==> config.mk <==
export PLATFORM = sky130hd
export DESIGN_NAME = nco_sequencer_flat
export DESIGN_NICKNAME = d
export VERILOG_FILES = /design/src/rtl/nco_seq_pkg.sv /design/src/rtl/nco_sequencer_if.sv /design/src/rtl/step_ram.sv /design/src/rtl/nco_sequencer.sv /design/src/flat_wrapper.sv
export SDC_FILE = /design/constraint.sdc
export NUM_CORES = 1
export LEC_CHECK = 0
export ABC_AREA = 1
export CORE_AREA = 2 2 193 195
export CTS_CLUSTER_DIAMETER = 50
export CTS_CLUSTER_SIZE = 20
export DETAILED_ROUTE_END_ITERATION = 10
export DIE_AREA = 0 0 195 197
export GPL_TIMING_DRIVEN = 0
export PLACE_DENSITY = 0.67
export SETUP_SLACK_MARGIN = 0.02
export SLEW_MARGIN = 20
export SYNTH_ARGS = -nofsm -noshare
export SYNTH_HDL_FRONTEND = slang
export SYNTH_SLANG_ARGS = --single-unit
export TNS_END_PERCENT = 100
==> constraint.sdc <==
create_clock -name clk -period 2.39 [get_ports clk]
set_input_delay 0.239 -clock clk [delete_from_list [all_inputs] [get_ports clk]]
set_output_delay 0.239 -clock clk [all_outputs]
set_load 0.02 [all_outputs]
==> src/rtl/nco_seq_pkg.sv <==
// Shared definitions for the NCO step sequencer: FSM encoding, step-word layout
// and the control-word packing used for the NCO control-load port.
package nco_seq_pkg;

  localparam int STEP_W   = 22;
  localparam int FREQ_LSB = 14;
  localparam int FREQ_W   = 8;
  localparam int WAVE_LSB = 12;
  localparam int WAVE_W   = 2;
  localparam int VOL_LSB  = 8;
  localparam int VOL_W    = 4;
  localparam int DUR_LSB  = 0;
  localparam int DUR_W    = 8;

  localparam logic [WAVE_W-1:0] WAVE_OFF = 2'd0;
  localparam logic [VOL_W-1:0]  VOL_OFF  = 4'd0;

  localparam logic [1:0] ST_IDLE  = 2'd0;
  localparam logic [1:0] ST_ISSUE = 2'd1;
  localparam logic [1:0] ST_HOLD  = 2'd2;
  localparam logic [1:0] ST_MUTE  = 2'd3;

  // Field order mirrors the bit layout of the step word, MSB first.
  typedef struct packed {
    logic [FREQ_W-1:0] freq;
    logic [WAVE_W-1:0] wave;
    logic [VOL_W-1:0]  vol;
    logic [DUR_W-1:0]  dur;
  } step_t;

  function automatic logic [7:0] ctrl_word(input logic [VOL_W-1:0] vol,
                                           input logic [WAVE_W-1:0] wave);
    return {2'b00, vol, wave};
  endfunction

endpackage

==> src/rtl/nco_sequencer_if.sv <==
// Host-facing bundle of the step sequencer: pattern write port, playback
// controls and the NCO load strobes/status it produces.
interface nco_sequencer_if #(
  parameter int ADDR_W = 4
);
  import nco_seq_pkg::*;

  logic              wr_en;
  logic [ADDR_W-1:0] wr_addr;
  logic [STEP_W-1:0] wr_data;
  logic              start;
  logic              stop;
  logic              loop;
  logic [ADDR_W-1:0] last_step;
  logic              m_load;
  logic [7:0]        m_value;
  logic              ctrl_load;
  logic [7:0]        ctrl_value;
  logic              busy;
  logic [ADDR_W-1:0] step_idx;
  logic              done;

  modport master (
    output wr_en, wr_addr, wr_data, start, stop, loop, last_step,
    input  m_load, m_value, ctrl_load, ctrl_value, busy, step_idx, done
  );

  modport slave (
    input  wr_en, wr_addr, wr_data, start, stop, loop, last_step,
    output m_load, m_value, ctrl_load, ctrl_value, busy, step_idx, done
  );

endinterface

==> src/rtl/step_ram.sv <==
// Pattern memory: DEPTH step words, synchronous write, combinational read.
// Deliberately left unreset; contents are undefined until the host writes them.
module step_ram
  import nco_seq_pkg::*;
#(
  parameter int DEPTH  = 16,
  parameter int ADDR_W = 4
) (
  input  logic              clk,
  input  logic              wr_en,
  input  logic [ADDR_W-1:0] wr_addr,
  input  logic [STEP_W-1:0] wr_data,
  input  logic [ADDR_W-1:0] rd_addr,
  output logic [STEP_W-1:0] rd_data
);

  logic [STEP_W-1:0] mem_r [DEPTH];

  // Host write port.
  always_ff @(posedge clk) begin
    if (wr_en && (int'(wr_addr) < DEPTH)) begin
      mem_r[wr_addr] <= wr_data;
    end
  end

  assign rd_data = mem_r[rd_addr];

endmodule

==> src/rtl/nco_sequencer.sv <==
// Step sequencer driving the NCO load ports: plays stored steps in order,
// holding each for dur*TICK_DIV cycles, and mutes the NCO on stop or pattern end.
module nco_sequencer
  import nco_seq_pkg::*;
#(
  parameter int DEPTH    = 16,
  parameter int TICK_DIV = 256
) (
  input  logic           clk,
  input  logic           reset,
  nco_sequencer_if.slave bus
);

  localparam int ADDR_W = (DEPTH > 1) ? $clog2(DEPTH) : 1;
  localparam int PRE_W  = (TICK_DIV > 1) ? $clog2(TICK_DIV) : 1;
  localparam logic [ADDR_W-1:0] IDX_MAX  = ADDR_W'(DEPTH - 1);
  localparam logic [ADDR_W-1:0] IDX_ZERO = {ADDR_W{1'b0}};
  localparam logic [PRE_W-1:0]  PRE_MAX  = PRE_W'(TICK_DIV - 1);
  localparam logic [PRE_W-1:0]  PRE_ZERO = {PRE_W{1'b0}};

  logic [1:0]        state_r;
  logic [1:0]        next_state_s;
  logic [1:0]        decide_state_s;
  logic [ADDR_W-1:0] idx_r;
  logic [ADDR_W-1:0] next_idx_s;
  logic [ADDR_W-1:0] decide_idx_s;
  logic [ADDR_W-1:0] idx_inc_s;
  logic [PRE_W-1:0]  pre_r;
  logic [DUR_W-1:0]  hold_r;
  logic [STEP_W-1:0] rd_data_s;
  step_t             step_s;
  logic              pre_wrap_s;
  logic              hold_done_s;

  logic              m_load_r;
  logic [7:0]        m_value_r;
  logic              ctrl_load_r;
  logic [7:0]        ctrl_value_r;
  logic              busy_r;
  logic [ADDR_W-1:0] step_idx_r;
  logic              done_r;

  step_ram #(
    .DEPTH  (DEPTH),
    .ADDR_W (ADDR_W)
  ) u_step_ram (
    .clk     (clk),
    .wr_en   (bus.wr_en),
    .wr_addr (bus.wr_addr),
    .wr_data (bus.wr_data),
    .rd_addr (idx_r),
    .rd_data (rd_data_s)
  );

  assign step_s      = step_t'(rd_data_s);
  assign idx_inc_s   = (idx_r == IDX_MAX) ? IDX_ZERO : idx_r + ADDR_W'(1);
  assign pre_wrap_s  = (pre_r == PRE_MAX);
  assign hold_done_s = pre_wrap_s && (hold_r == DUR_W'(1));

  // Where to go once the current step has run its full duration.
  always_comb begin
    decide_state_s = ST_MUTE;
    decide_idx_s   = IDX_ZERO;
    if (idx_r != bus.last_step) begin
      decide_state_s = ST_ISSUE;
      decide_idx_s   = idx_inc_s;
    end else if (bus.loop) begin
      decide_state_s = ST_ISSUE;
      decide_idx_s   = IDX_ZERO;
    end else begin
      decide_state_s = ST_MUTE;
      decide_idx_s   = IDX_ZERO;
    end
  end

  // Playback FSM; stop outranks everything while a pattern is running.
  always_comb begin
    next_state_s = state_r;
    next_idx_s   = idx_r;
    case (state_r)
      ST_IDLE: begin
        if (bus.start && !bus.stop) begin
          next_state_s = ST_ISSUE;
          next_idx_s   = IDX_ZERO;
        end else begin
          next_state_s = ST_IDLE;
        end
      end
      ST_ISSUE: begin
        if (bus.stop) begin
          next_state_s = ST_MUTE;
        end else if (step_s.dur == DUR_W'(0)) begin
          next_state_s = decide_state_s;
          next_idx_s   = decide_idx_s;
        end else begin
          next_state_s = ST_HOLD;
        end
      end
      ST_HOLD: begin
        if (bus.stop) begin
          next_state_s = ST_MUTE;
        end else if (hold_done_s) begin
          next_state_s = decide_state_s;
          next_idx_s   = decide_idx_s;
        end else begin
          next_state_s = ST_HOLD;
        end
      end
      ST_MUTE: begin
        next_state_s = ST_IDLE;
        next_idx_s   = IDX_ZERO;
      end
      default: begin
        next_state_s = ST_IDLE;
        next_idx_s   = IDX_ZERO;
      end
    endcase
  end

  // State, step index, prescaler and hold counter.
  always_ff @(posedge clk or posedge reset) begin
    if (reset) begin
      state_r <= ST_IDLE;
      idx_r   <= IDX_ZERO;
      pre_r   <= PRE_ZERO;
      hold_r  <= DUR_W'(0);
    end else begin
      state_r <= next_state_s;
      idx_r   <= next_idx_s;
      case (state_r)
        ST_ISSUE: begin
          hold_r <= step_s.dur;
          pre_r  <= PRE_ZERO;
        end
        ST_HOLD: begin
          if (pre_wrap_s) begin
            pre_r  <= PRE_ZERO;
            hold_r <= hold_r - DUR_W'(1);
          end else begin
            pre_r <= pre_r + PRE_W'(1);
          end
        end
        default: begin
          pre_r  <= PRE_ZERO;
          hold_r <= DUR_W'(0);
        end
      endcase
    end
  end

  // Output registers: strobes appear the cycle after the state that issues them,
  // so a step captured here is immune to later writes of its slot.
  always_ff @(posedge clk or posedge reset) begin
    if (reset) begin
      m_load_r     <= 1'b0;
      m_value_r    <= 8'd0;
      ctrl_load_r  <= 1'b0;
      ctrl_value_r <= 8'd0;
      busy_r       <= 1'b0;
      step_idx_r   <= IDX_ZERO;
      done_r       <= 1'b0;
    end else begin
      m_load_r    <= 1'b0;
      ctrl_load_r <= 1'b0;
      done_r      <= 1'b0;
      busy_r      <= (state_r == ST_ISSUE) || (state_r == ST_HOLD);
      case (state_r)
        ST_ISSUE: begin
          if (!bus.stop) begin
            m_load_r     <= 1'b1;
            m_value_r    <= step_s.freq;
            ctrl_load_r  <= 1'b1;
            ctrl_value_r <= ctrl_word(step_s.vol, step_s.wave);
            step_idx_r   <= idx_r;
          end
        end
        ST_MUTE: begin
          ctrl_load_r  <= 1'b1;
          ctrl_value_r <= ctrl_word(VOL_OFF, WAVE_OFF);
          done_r       <= 1'b1;
          step_idx_r   <= IDX_ZERO;
        end
        default: begin
          step_idx_r <= step_idx_r;
        end
      endcase
    end
  end

  assign bus.m_load     = m_load_r;
  assign bus.m_value    = m_value_r;
  assign bus.ctrl_load  = ctrl_load_r;
  assign bus.ctrl_value = ctrl_value_r;
  assign bus.busy       = busy_r;
  assign bus.step_idx   = step_idx_r;
  assign bus.done       = done_r;

endmodule

==> src/flat_wrapper.sv <==
// flat-port wrapper written by rule: the top's interface ports become plain ports
module nco_sequencer_flat import nco_seq_pkg::*;
#(
  parameter int DEPTH    = 16,
  parameter int TICK_DIV = 256
)
  (clk, reset, bus_wr_en, bus_wr_addr, bus_wr_data, bus_start, bus_stop, bus_loop, bus_last_step, bus_m_load, bus_m_value, bus_ctrl_load, bus_ctrl_value, bus_busy, bus_step_idx, bus_done);
  nco_sequencer_if #(.ADDR_W(4)) bus_i ();
  input  logic clk;
  input  logic reset;
  input wire logic [$bits(bus_i.wr_en)-1:0] bus_wr_en;
  input wire logic [$bits(bus_i.wr_addr)-1:0] bus_wr_addr;
  input wire logic [$bits(bus_i.wr_data)-1:0] bus_wr_data;
  input wire logic [$bits(bus_i.start)-1:0] bus_start;
  input wire logic [$bits(bus_i.stop)-1:0] bus_stop;
  input wire logic [$bits(bus_i.loop)-1:0] bus_loop;
  input wire logic [$bits(bus_i.last_step)-1:0] bus_last_step;
  output wire logic [$bits(bus_i.m_load)-1:0] bus_m_load;
  output wire logic [$bits(bus_i.m_value)-1:0] bus_m_value;
  output wire logic [$bits(bus_i.ctrl_load)-1:0] bus_ctrl_load;
  output wire logic [$bits(bus_i.ctrl_value)-1:0] bus_ctrl_value;
  output wire logic [$bits(bus_i.busy)-1:0] bus_busy;
  output wire logic [$bits(bus_i.step_idx)-1:0] bus_step_idx;
  output wire logic [$bits(bus_i.done)-1:0] bus_done;
  assign bus_i.wr_en = bus_wr_en;
  assign bus_i.wr_addr = bus_wr_addr;
  assign bus_i.wr_data = bus_wr_data;
  assign bus_i.start = bus_start;
  assign bus_i.stop = bus_stop;
  assign bus_i.loop = bus_loop;
  assign bus_i.last_step = bus_last_step;
  assign bus_m_load = bus_i.m_load;
  assign bus_m_value = bus_i.m_value;
  assign bus_ctrl_load = bus_i.ctrl_load;
  assign bus_ctrl_value = bus_i.ctrl_value;
  assign bus_busy = bus_i.busy;
  assign bus_step_idx = bus_i.step_idx;
  assign bus_done = bus_i.done;
  nco_sequencer #(.DEPTH(DEPTH), .TICK_DIV(TICK_DIV)) u_core (.clk(clk), .reset(reset), .bus(bus_i));
endmodule
==> metrics.md, run 1 <==
| Metric | Value |
|---|---|
| Critical path launch point | u_core.idx_r[2] |
| Syn Area/Cell | 12.00 um^2 |
| FP Rows | 70 |
| CP arrival | 2.68 ns |
| # IOs | 60 |
| Final hold vios | 0 |
| Fin nets | 1504 |
| Die X | 195 um |
| FF-to-FF End | u_core.idx_r[1] |
| Reg2reg path depth | 15 |
| Share of layout cells above drive strength 1 | 0.1220 |
| CP Capture Type | flip-flop |
| Min-Delay Path Class | primary input to async pin |
| Floorplan core area | 36260 um^2 |
| CTS Buf Count | 34 |
| Clk_lat worst skew | 0.53 ns |
| Setup tns final | 0 ns |
| Crit path launch type | flip-flop |
| Delay-heaviest family, CP | simple AND/OR/NAND/NOR gates |
| Antenna fix cells | 0 |
| CTS Hold Bufs | 0 |
| CTS tree | done |
| Period utilisation layout | 0.9574 |
| Residual DRC | 0 |
| Fill count | 3071 |
| # setup viols final | 0 |
| Area Overhead vs Synth | 18.70% |
| Crit path top cell by count | nand2_1 |
| CP max FO | 10 |
| VDD IR-drop max | 494.2 uV |
| Number of enable flip-flop cells after synthesis | 352 |
| Slowest-stage cell, CP | dfrtp_1 |
| Worst reg2reg path startpoint | u_core.idx_r[2] |
| Synth Flop Type | edfxtp_1 |
| Vias in the first global route | 11090 |
| WS Path Type | flip-flop to flip-flop |
| R2R setup slack | 0.10 ns |
| Largest net degree at the start of global routing | 31 |
| Gr ovfl total | 0 |
| Slew headroom | 0.5423 |
| Worst slew pin tran | 0.6866 ns |
| GRT Util Overall | 0.2238 |
| Die height | 197 um |
| Yosys Warn Count | 0 |
| Async set-reset flop share out of synthesis | 0.1111 |
| Critical path required time | 2.78 ns |
| Sequential-to-total area share from yosys stat | 0.7238 |
| Global-route wire length before repair | 64830 um |
| Deepest level of the CTS H-tree | 2 |
| Crit-path max cell delay | 0.35 ns |
| Initial DRT Pass Iterations | 6 |
| Total power | 0.01899 W |
| CTS root buffer | clkbuf_16 |
| Via density per instance | 5.638 |
| Fin. max-slew vios | 0 |
| CTS clk-pin slew, worst paths | 0.08 ns |
| Mapped Cells | 1344 |
| Routed via count | 11010 |
| Post-DRT Antenna Nets | 0 |
| LEAKAGE | 6.770 nW |
| Sink Count | 396 |
| Post-synthesis cell area | 16120 um^2 |
| Gp weighted congestion | 0.8599 |
| Buf/Inv on CP | 3 |
| Fmax | 437.0 MHz |
| Port Buffers | 57 |
| Distinct cells, synth | 45 |
| Deepest clock path buffer count | 3 |
| Max-Cap Viols | 0 |
| Initial Util | 0.4447 |
| Final min period | 2.288 ns |
| HPWL after detailed placement | 28000 um |
| Critical path, cell by cell | buf_6, inv_4, nor2_4, buf_6, nand3_1, nand2_1, nor2_1, nand2_1, nand2_1, nor2_2, nand2_2, o21ai_4, nand3_2, nand2_1, nand2_1 |
| Die Area | 38420 um^2 |
| Run status | finished, final reports clean |
| Clk_skew | 0.02776 ns |
| Seq cells post-synth | 396 |
| Initial antenna violation count | 0 |
| Per-cell routed wire length | 21.66 um |
| Drt total wl | 42270 um |
| Starting DRT DRC Count | 1155 |
| Cell Pwr Density | 992.4 nW/um^2 |
| Unrepaired setup endpoints after global routing | yes |
## registers in the layout (all words and copies together), names as in the netlist, 2 cells and up
name,count
u_core.bus.m_value,8
u_core.pre_r,8
u_core.idx_r,4
u_core.state_r,2
u_core.bus.ctrl_value,6
u_core.u_step_ram.mem_r,352
u_core.hold_r,8
u_core.bus.step_idx,4
## cell usage after synthesis, drive strengths merged, types with 6 or more instances
| cell type | number | area share |
|---|---|---|
| o21ai | 158 | 0.050 |
| nand4 | 17 | 0.0066 |
| nand3 | 43 | 0.014 |
| inv | 63 | 0.015 |
| o22ai | 42 | 0.016 |
| clkbuf | 45 | 0.011 |
| dfrtp | 44 | 0.068 |
| ha | 8 | 0.0062 |
| nand2 | 230 | 0.054 |
| nor3 | 6 | 0.0019 |
| o211ai | 9 | 0.0042 |
| a21oi | 17 | 0.0067 |
| nor2 | 231 | 0.055 |
| edfxtp | 352 | 0.66 |
| o221ai | 24 | 0.013 |
| buf | 32 | 0.012 |
## where the power goes
group | switching (W) | total (W) | internal, W
sequential | 0.000164 | 0.00806 | 0.00790
clock | 0.00268 | 0.00560 | 0.00292
combinational | 0.00360 | 0.00533 | 0.00173
## cell usage in the layout, fill, tap and decap left out, types with 4 or more instances in the layout
master	instances
edfxtp_1	352
buf_4	13
a21oi_2	6
ha_1	8
clkinv_2	4
buf_6	4
clkbuf_4	12
nand4_1	17
o211ai_1	9
o22ai_1	42
clkbuf_16	35
buf_16	15
nand2_2	5
nand2_1	224
nand3_1	42
buf_2	14
clkinvlp_4	4
dfrtp_1	44
o21ai_0	147
o221ai_1	23
a32o_1	4
nor2_1	210
clkbuf_2	19
inv_1	59
a21oi_1	11
clkbuf_1	19
nor2_4	18
inv_6	5
o21ai_1	9
nor3_1	6
clkdlybuf4s50_1	57
## per-stage QoR
stage               hold WS [ns]  utilization  cells  worst slack, ns  instance area [um^2]
finish                   0.02986       0.5278   1952           0.1018                 19140
global route             0.06439       0.5278   1952         -0.02684                 19140
CTS                      0.03465       0.5249   1947         0.008277                 19030
detailed placement        0.4533       0.4925   1887          -0.5355                 17860
global placement          0.4479       0.4767   1870           -1.103                 17280
floorplan                 0.3379            -   1345           0.5635                 16130
## layer usage
layer,up-vias,part of all wire,global-route usage
li1,5008,-,-
met1,5312,0.40,0.3052
met2,588,0.47,0.3642
met3,97,0.093,0.03525
met4,0,0.035,0.08567
met5,-,0,0
## cell type report
cell class	instances	area [um^2]	share of cell area
flip-flops and latches	396	11670	0.6098
multi-input cells	808	3999	0.2089
repair buffers	79	1061	0.05544
clock buffers	37	883.3	0.04615
well taps	468	585.6	0.03059
plain buffers	77	446.7	0.02334
inverters	64	247.7	0.01294
clock inverters	23	245.2	0.01281
## cells by family after synthesis
family                     synth area share
and+or+nand+nor                      0.1338
buffers and inverters               0.03779
adders and majority gates          0.006208
AOI/OAI and AO/OA                   0.09545
other                             0.0002326
xor gates and xnor gates           0.002716
DFF                                  0.7238
## worst max-delay path by stage
stage | end | cells after the start
after global routing | u_core.idx_r[2] | 15
after detailed placement | u_core.bus.step_idx[3] | 8
after CTS | u_core.bus.ctrl_value[3] | 8
after global placement | u_core.u_step_ram.mem_r[0][11] | 4
after floorplan | u_core.idx_r[0] | 13
final | u_core.idx_r[1] | 15
## repair_timing
action,CTS,global route
gates resized for setup,24,59
setup endpoints to repair,24,32
setup buffers,0,5
pin swaps,0,3
(Power assumes the default switching activity.)
==> inputs of run 2 (changes only) <==
Settings changed: CTS_CLUSTER_SIZE 20 to 25.
==> run 2 against run 1 <==
  * Core utilization is 0.090 points higher
  * Register-to-register slack got worse by 0.02 ns
  * Flip-flop and latch count is the same
  * Critical path depth decreased by 1
  * Via count rose by 0.47%
  * Die area stayed put
  * Largest power group unchanged
  * First-iteration DRC count decreased by 0.52%
  * Cell area is 0.17% higher
  * Non-clock buffer count is the same
  * Clock skew grew 0.0030 ns
  * Global-route usage about the same
  * Sequential share of layout area shrank 0.10 points
==> metrics.md, run 2 (synthesized netlist as in run 1, its figures left out) <==
| Metric | Value |
|---|---|
| Sw Share | 0.3410 |
| Most common cell after layout, fill and taps aside | edfxtp_1 |
| Non-Filler Instances | 1954 |
| Critical path launch point | u_core.idx_r[0] |
| WS Path Type | flip-flop to flip-flop |
| Residual DRC | 0 |
| CP Capture Type | flip-flop |
| Min-Delay Path Class | primary input to async pin |
| Largest net degree at the start of global routing | 31 |
| Area Overhead vs Synth | 18.90% |
| Die X | 195 um |
| Final worst slack | 0.08406 ns |
| Post-DRT Antenna Nets | 0 |
| CTS tree | done |
| Gr ovfl total | 0 |
| Worst reg2reg path startpoint | u_core.idx_r[0] |
| LEAKAGE | 6.793 nW |
| Via density per instance | 5.659 |
| Starting DRT DRC Count | 1149 |
| Slew headroom | 0.5449 |
| R2R setup slack | 0.08 ns |
| CTS Hold Bufs | 0 |
| Die Area | 38420 um^2 |
| Initial antenna violation count | 0 |
| Run status | finished, final reports clean |
| Floorplan core area | 36260 um^2 |
| Crit path launch type | flip-flop |
| Final hold vios | 0 |
| Clk_lat worst skew | 0.53 ns |
| Clk_skew | 0.03076 ns |
| Global-route wire length before repair | 64860 um |
| CTS root buffer | clkbuf_16 |
| Sink Count | 396 |
| Reg power frac | 0.421 |
| Most frequent cells in the layout | edfxtp_1, nand2_1, nor2_1 |
| Crit path top cell by count | nand2_1 |
| Die height | 197 um |
| CTS clk-pin slew, worst paths | 0.09 ns |
| HPWL after detailed placement | 28000 um |
| CP max FO | 10 |
| Slowest-stage cell, CP | dfrtp_1 |
| Deepest clock path buffer count | 3 |
| Total power | 0.01914 W |
| Internal power | 0.01261 W |
| Vias in the first global route | 11110 |
| Fmax | 433.7 MHz |
| NetSw | 0.006527 W |
| Largest register by flop count | u_core.u_step_ram.mem_r |
| Fin nets | 1504 |
| Initial Util | 0.4447 |
| CP arrival | 2.70 ns |
| Deepest level of the CTS H-tree | 2 |
| Initial DRT Pass Iterations | 5 |
| Final min period | 2.306 ns |
| Fin. max-slew vios | 0 |
| VDD IR-drop max | 495.1 uV |
| Largest register FFs | 352 |
| Fill count | 3063 |
| Port Buffers | 57 |
| Post-Place Worst Slack | -0.5355 ns |
| # setup viols final | 0 |
| CTS Buf Count | 34 |
| # IOs | 60 |
| Per-cell routed wire length | 21.69 um |
| Placed cells | 1887 |
| GRT Util Overall | 0.2237 |
| Critical path, cell by cell | buf_4, buf_2, nor2_1, nor2_1, o21ai_1, nand3_1, nand2_1, nand2_1, nor2_2, nand2_2, o21ai_4, nand3_2, nand2_1, nand2_1 |
| FP Rows | 70 |
| Share of layout cells above drive strength 1 | 0.1212 |
| Unrepaired setup endpoints after global routing | yes |
| Max-Cap Viols | 0 |
| Cell Pwr Density | 998.3 nW/um^2 |
| Critical path required time | 2.78 ns |
| Drt total wl | 42390 um |
| Routed via count | 11060 |
| Worst slew pin tran | 0.6826 ns |
| Gp weighted congestion | 0.8599 |
| Clock power frac | 0.301 |
| Period utilisation layout | 0.9648 |
| Gate power share | 0.278 |
| Crit-path max cell delay | 0.40 ns |
| Final Util | 0.5287 |
==> run 2: cell count changes in the layout (fill, tap and decap cells not counted), moves of 2 or more <==
cell,before,now
clkbuf_1,19,17
nand2_1,224,226
buf_2,14,18
clkbuf_4,12,8
clkinv_2,4,1
inv_8,2,4
nand2_2,5,3
==> run 2: worst max-delay path, delay by kind of cell (launching register included) <==
kind | cells | cell delay [ns]
AOI/OAI and AO/OA | 2 | 0.33
buffers and inverters | 2 | 0.40
DFF | 1 | 0.40
and+or+nand+nor | 10 | 1.04
==> run 2: worst paths after layout <==
path,endpoint,depth (start not counted)
setup / recovery,u_core.idx_r[1],14
hold / removal,u_core.bus.m_value[1],2
setup reg to reg,u_core.idx_r[1],14
hold reg to reg,u_core.pre_r[0],1
max in group asynchronous,u_core.pre_r[7],3
min in group clk,u_core.pre_r[0],1
==> run 2: per-layer routing <==
layer  share of wire  routed length [um]  vias up  track usage
met1            0.41               17250     5359       0.3052
met4           0.033                1399        0      0.08708
met3           0.091                3875       95      0.03679
met2            0.47               19860      593       0.3620
met5               0                   0        -            0
li1                -                   -     5010            -
==> run 2: repair_timing <==
action | 4_1_cts | 5_1_grt
pin swaps | 0 | 3
buffers inserted | 0 | 5
setup endpoints to repair | 24 | 32
endpoints found under the hold margin | 0 | 0
resized for setup | 23 | 55
==> run 2: power groups by stage <==
stage / Combinational [W] / Clock [W] / Sequential (W)
global placement: 0.00495 / 0 / 0.00821
detailed placement: 0.00508 / 0 / 0.00822
global route: 0.00583 / 0.00607 / 0.00811
floorplan: 0.00297 / 0 / 0.00837
finish: 0.00531 / 0.00576 / 0.00806
CTS: 0.00517 / 0.00582 / 0.00807
==> run 2: per-stage QoR <==
step           area (um^2)  TNS (ns)  hold slack [ns]
2_1_floorplan        16130         0           0.3379
4_1_cts              19080         0          0.02969
5_1_grt              19170   -0.1553          0.05549
3_5_place_dp         17860    -6.727           0.4533
3_3_place_gp         17280   -332.96           0.4479
6_report             19170         0          0.02872
==> run 2: final cells by class <==
cell class / instances / area, um^2 / area share
Sequential cell: 396 / 11670 / 0.6088
Multi-Input combinational cell: 808 / 3988 / 0.2080
Timing Repair Buffer: 79 / 1061 / 0.05534
Clock buffer: 37 / 893.4 / 0.04660
Tap cell: 468 / 585.6 / 0.03054
Buffer: 77 / 436.7 / 0.02278
Clock inverter: 24 / 286.5 / 0.01494
Inverter: 64 / 247.7 / 0.01292
Antenna cell: 1 / 2.502 / 0.0001305
==> patch: new RTL, config.mk and constraints of run 2 <==
`DUR_W`: 8 -> 7.
--- a/src/rtl/nco_seq_pkg.sv
+++ b/src/rtl/nco_seq_pkg.sv
@@ -11,5 +11,5 @@
   localparam int VOL_W    = 4;
   localparam int DUR_LSB  = 0;
-  localparam int DUR_W    = 8;
+  localparam int DUR_W    = 7;
 
   localparam logic [WAVE_W-1:0] WAVE_OFF = 2'd0;
Behaviour: not the same (a bounded check fails within 4 cycles, from zero or initial values and one cycle with reset high).
==> patch against run 2 <==
Synthesized area decreased by 4.2%. Sequential cell count decreased by 17. Combinational power decreased by 2%. Clock skew decreased by 0.0027 ns. Cell area decreased by 3.7%. Total power decreased by 1.9%. Die area unchanged. Synthesized cell count decreased by 5.2%. Routed wire length decreased by 1.9%. Worst setup slack got worse by 0.029 ns. Critical path type unchanged.
==> patch: results (changes against run 2) <==
[outcome]
outcome=completed

[synthesis]
synth_area_leaders=edfxtp_1 (65%), dfrtp_1 (7.0%), nor2_1 (4.8%), o21ai_0 (4.6%), nand2_1 (4.4%)
yosys_warnings=0  ; unchanged
synth_commonest_cells=edfxtp_1 (336), nor2_1 (197), nand2_1 (181)
synth-async-reset-ratio=0.1135  ; +0.002345
ys_seq_area_frac=0.7228  ; -0.001005
synth_cell_types=40  ; -11%
syn_inst=1274  ; -5.2%
synth_edf_count=336  ; -4.5%

[detailed_routing]
dr_wl_met3_um=4134  ; +6.7%
dr.pass1.iters=7  ; +2
wl_per_cell_um=22.12  ; +2.0%
drtIter0Drc=1439  ; +25%
wl_met2_um=19370  ; -2.4%
vias=10723  ; -3.0%
wl_met1_um=17320  ; +0.41%
routed.top_layer=met4

[cts]
clkSlewWorstSetupHoldPaths_ns=0.09  ; about the same
cts-root-buf=clkbuf_16
clk_path_buf_depth=3  ; unchanged
h-tree-depth=2  ; unchanged
clk_latency_ns=0.54
numCtsBuffers=34  ; unchanged

[placed_design]
pre_cts_ws_ns=-0.4872  ; +0.04833 ns
numPortBuffers=56  ; -1.8%
dp_hpwl_um=26770  ; -4.4%
place_congestion=0.8460  ; -1.6%
placed_cell_area_um2=17150  ; -4.0%
placed_cells=1816  ; -3.8%

[power_and_ir_drop]
p_leak_nw=6.557  ; -3.5%
vdd_drop_max_v=0.0004386  ; -11%

[global_route]
grt_pass1_wl_um=62650  ; -3.4%
grt_pass1_vias=10314  ; -7.2%
grt_antenna_before_repair=0  ; unchanged
grt_max_degree=32  ; +3.2%
track_usage=0.2172  ; -0.006510

[layout]
stdcell_count=1880  ; -3.8%
nets=1430  ; -4.9%
largest_reg_flops=336  ; -4.5%
n_antenna_cell=0  ; -1
drive_above_1_share=0.1161  ; -0.005065
top_register=u_core.u_step_ram.mem_r

[timing]
slew-limit-headroom=0.4233  ; -0.1216
fin_skew_ns=0.02810  ; -0.002659 ns

[min_path]
hold_class=in2async

[critical_path]
critPathArrivalTime_ns=2.74  ; +0.04 ns
path_max_fanout=10  ; unchanged

-- patch: cell count changes in the layout (fill, tap and decap cells not counted), sizes merged, moves of 8 or more --
| cell | run 2 | this run |
|---|---|---|
| o21ai | 158 | 147 |
| edfxtp | 352 | 336 |
| a31oi | 1 | 9 |
| o22ai | 42 | 15 |
| nor2 | 231 | 198 |
| o221ai | 24 | 46 |
| nand3 | 43 | 75 |
| inv | 76 | 93 |
| a21oi | 17 | 7 |
| nand2 | 230 | 182 |
-- patch: logic make-up (layout without fill, tap and decap cells) --
logic type | Yosys count | count (layout) | synth area share
other | 1 | 2 | 0.0002428
DFF | 379 | 379 | 0.7228
xor gates and xnor gates | 4 | 4 | 0.002268
buffers and inverters | 159 | 296 | 0.04495
and+or+nand+nor | 483 | 483 | 0.1286
adders and majority gates | 8 | 8 | 0.006480
AOI/OAI and AO/OA | 240 | 240 | 0.09461
-- patch: final timing paths --
check	from	to	slack, ns	cells past startpoint
setup / recovery	u_core.idx_r[2]$_DFFE_PP0P_	u_core.bus.m_value[5]$_DFFE_PP0P_	0.06	5
hold / removal	reset	u_core.bus.m_value[1]$_DFFE_PP0P_	0.02	2
setup reg to reg	u_core.idx_r[2]$_DFFE_PP0P_	u_core.bus.m_value[5]$_DFFE_PP0P_	0.06	5
hold reg to reg	u_core.pre_r[0]$_DFF_PP0_	u_core.pre_r[0]$_DFF_PP0_	0.46	1
max in group asynchronous	reset	u_core.idx_r[1]$_DFFE_PP0P_	1.83	3
min in group clk	bus_start	u_core.state_r[0]$_DFF_PP0_	0.44	3
-- patch: area by class of cell --
cell class                      count  area [µm²]
Inverter                           84       321.6
Buffer                             75       412.9
Timing Repair Buffer               75        1006
Multi-Input combinational cell    737        3745
Sequential cell                   379       11170
Tap cell                          468       585.6
Fill cell                        3168       17800
Clock buffer                       39       933.4
Clock inverter                     23       285.3
-- patch: timing repair --
action | 4_1_cts | 5_1_grt
gates resized for setup | 11 | 33
endpoints found under the hold margin | 0 | 0
buffers inserted | 0 | 2
endpoints found under the setup margin | 16 | 26
pin swaps | 0 | 1
-- patch: metal layers --
layer | global-route usage | vias up
met3 | 0.03388 | 61
met1 | 0.3082 | 5300
met4 | 0.05852 | 0
met2 | 0.3511 | 574
li1 | - | 4788
met5 | 0 | -
-- patch: where the power goes --
part           total, mW  switching [mW]  internal [mW]
Sequential          7.73           0.178           7.55
Combinational       5.18            3.51           1.67
Clock               5.87            2.68           3.18
Total               18.8            6.37           12.4
-- patch: critical path, cell delays in order, from the launching register on --
cell and delay [ns]:
dfrtp_1 0.41, clkbuf_1 0.55, clkbuf_1 0.70, o221ai_1 0.31, nand3_1 0.15, a31oi_1 0.09
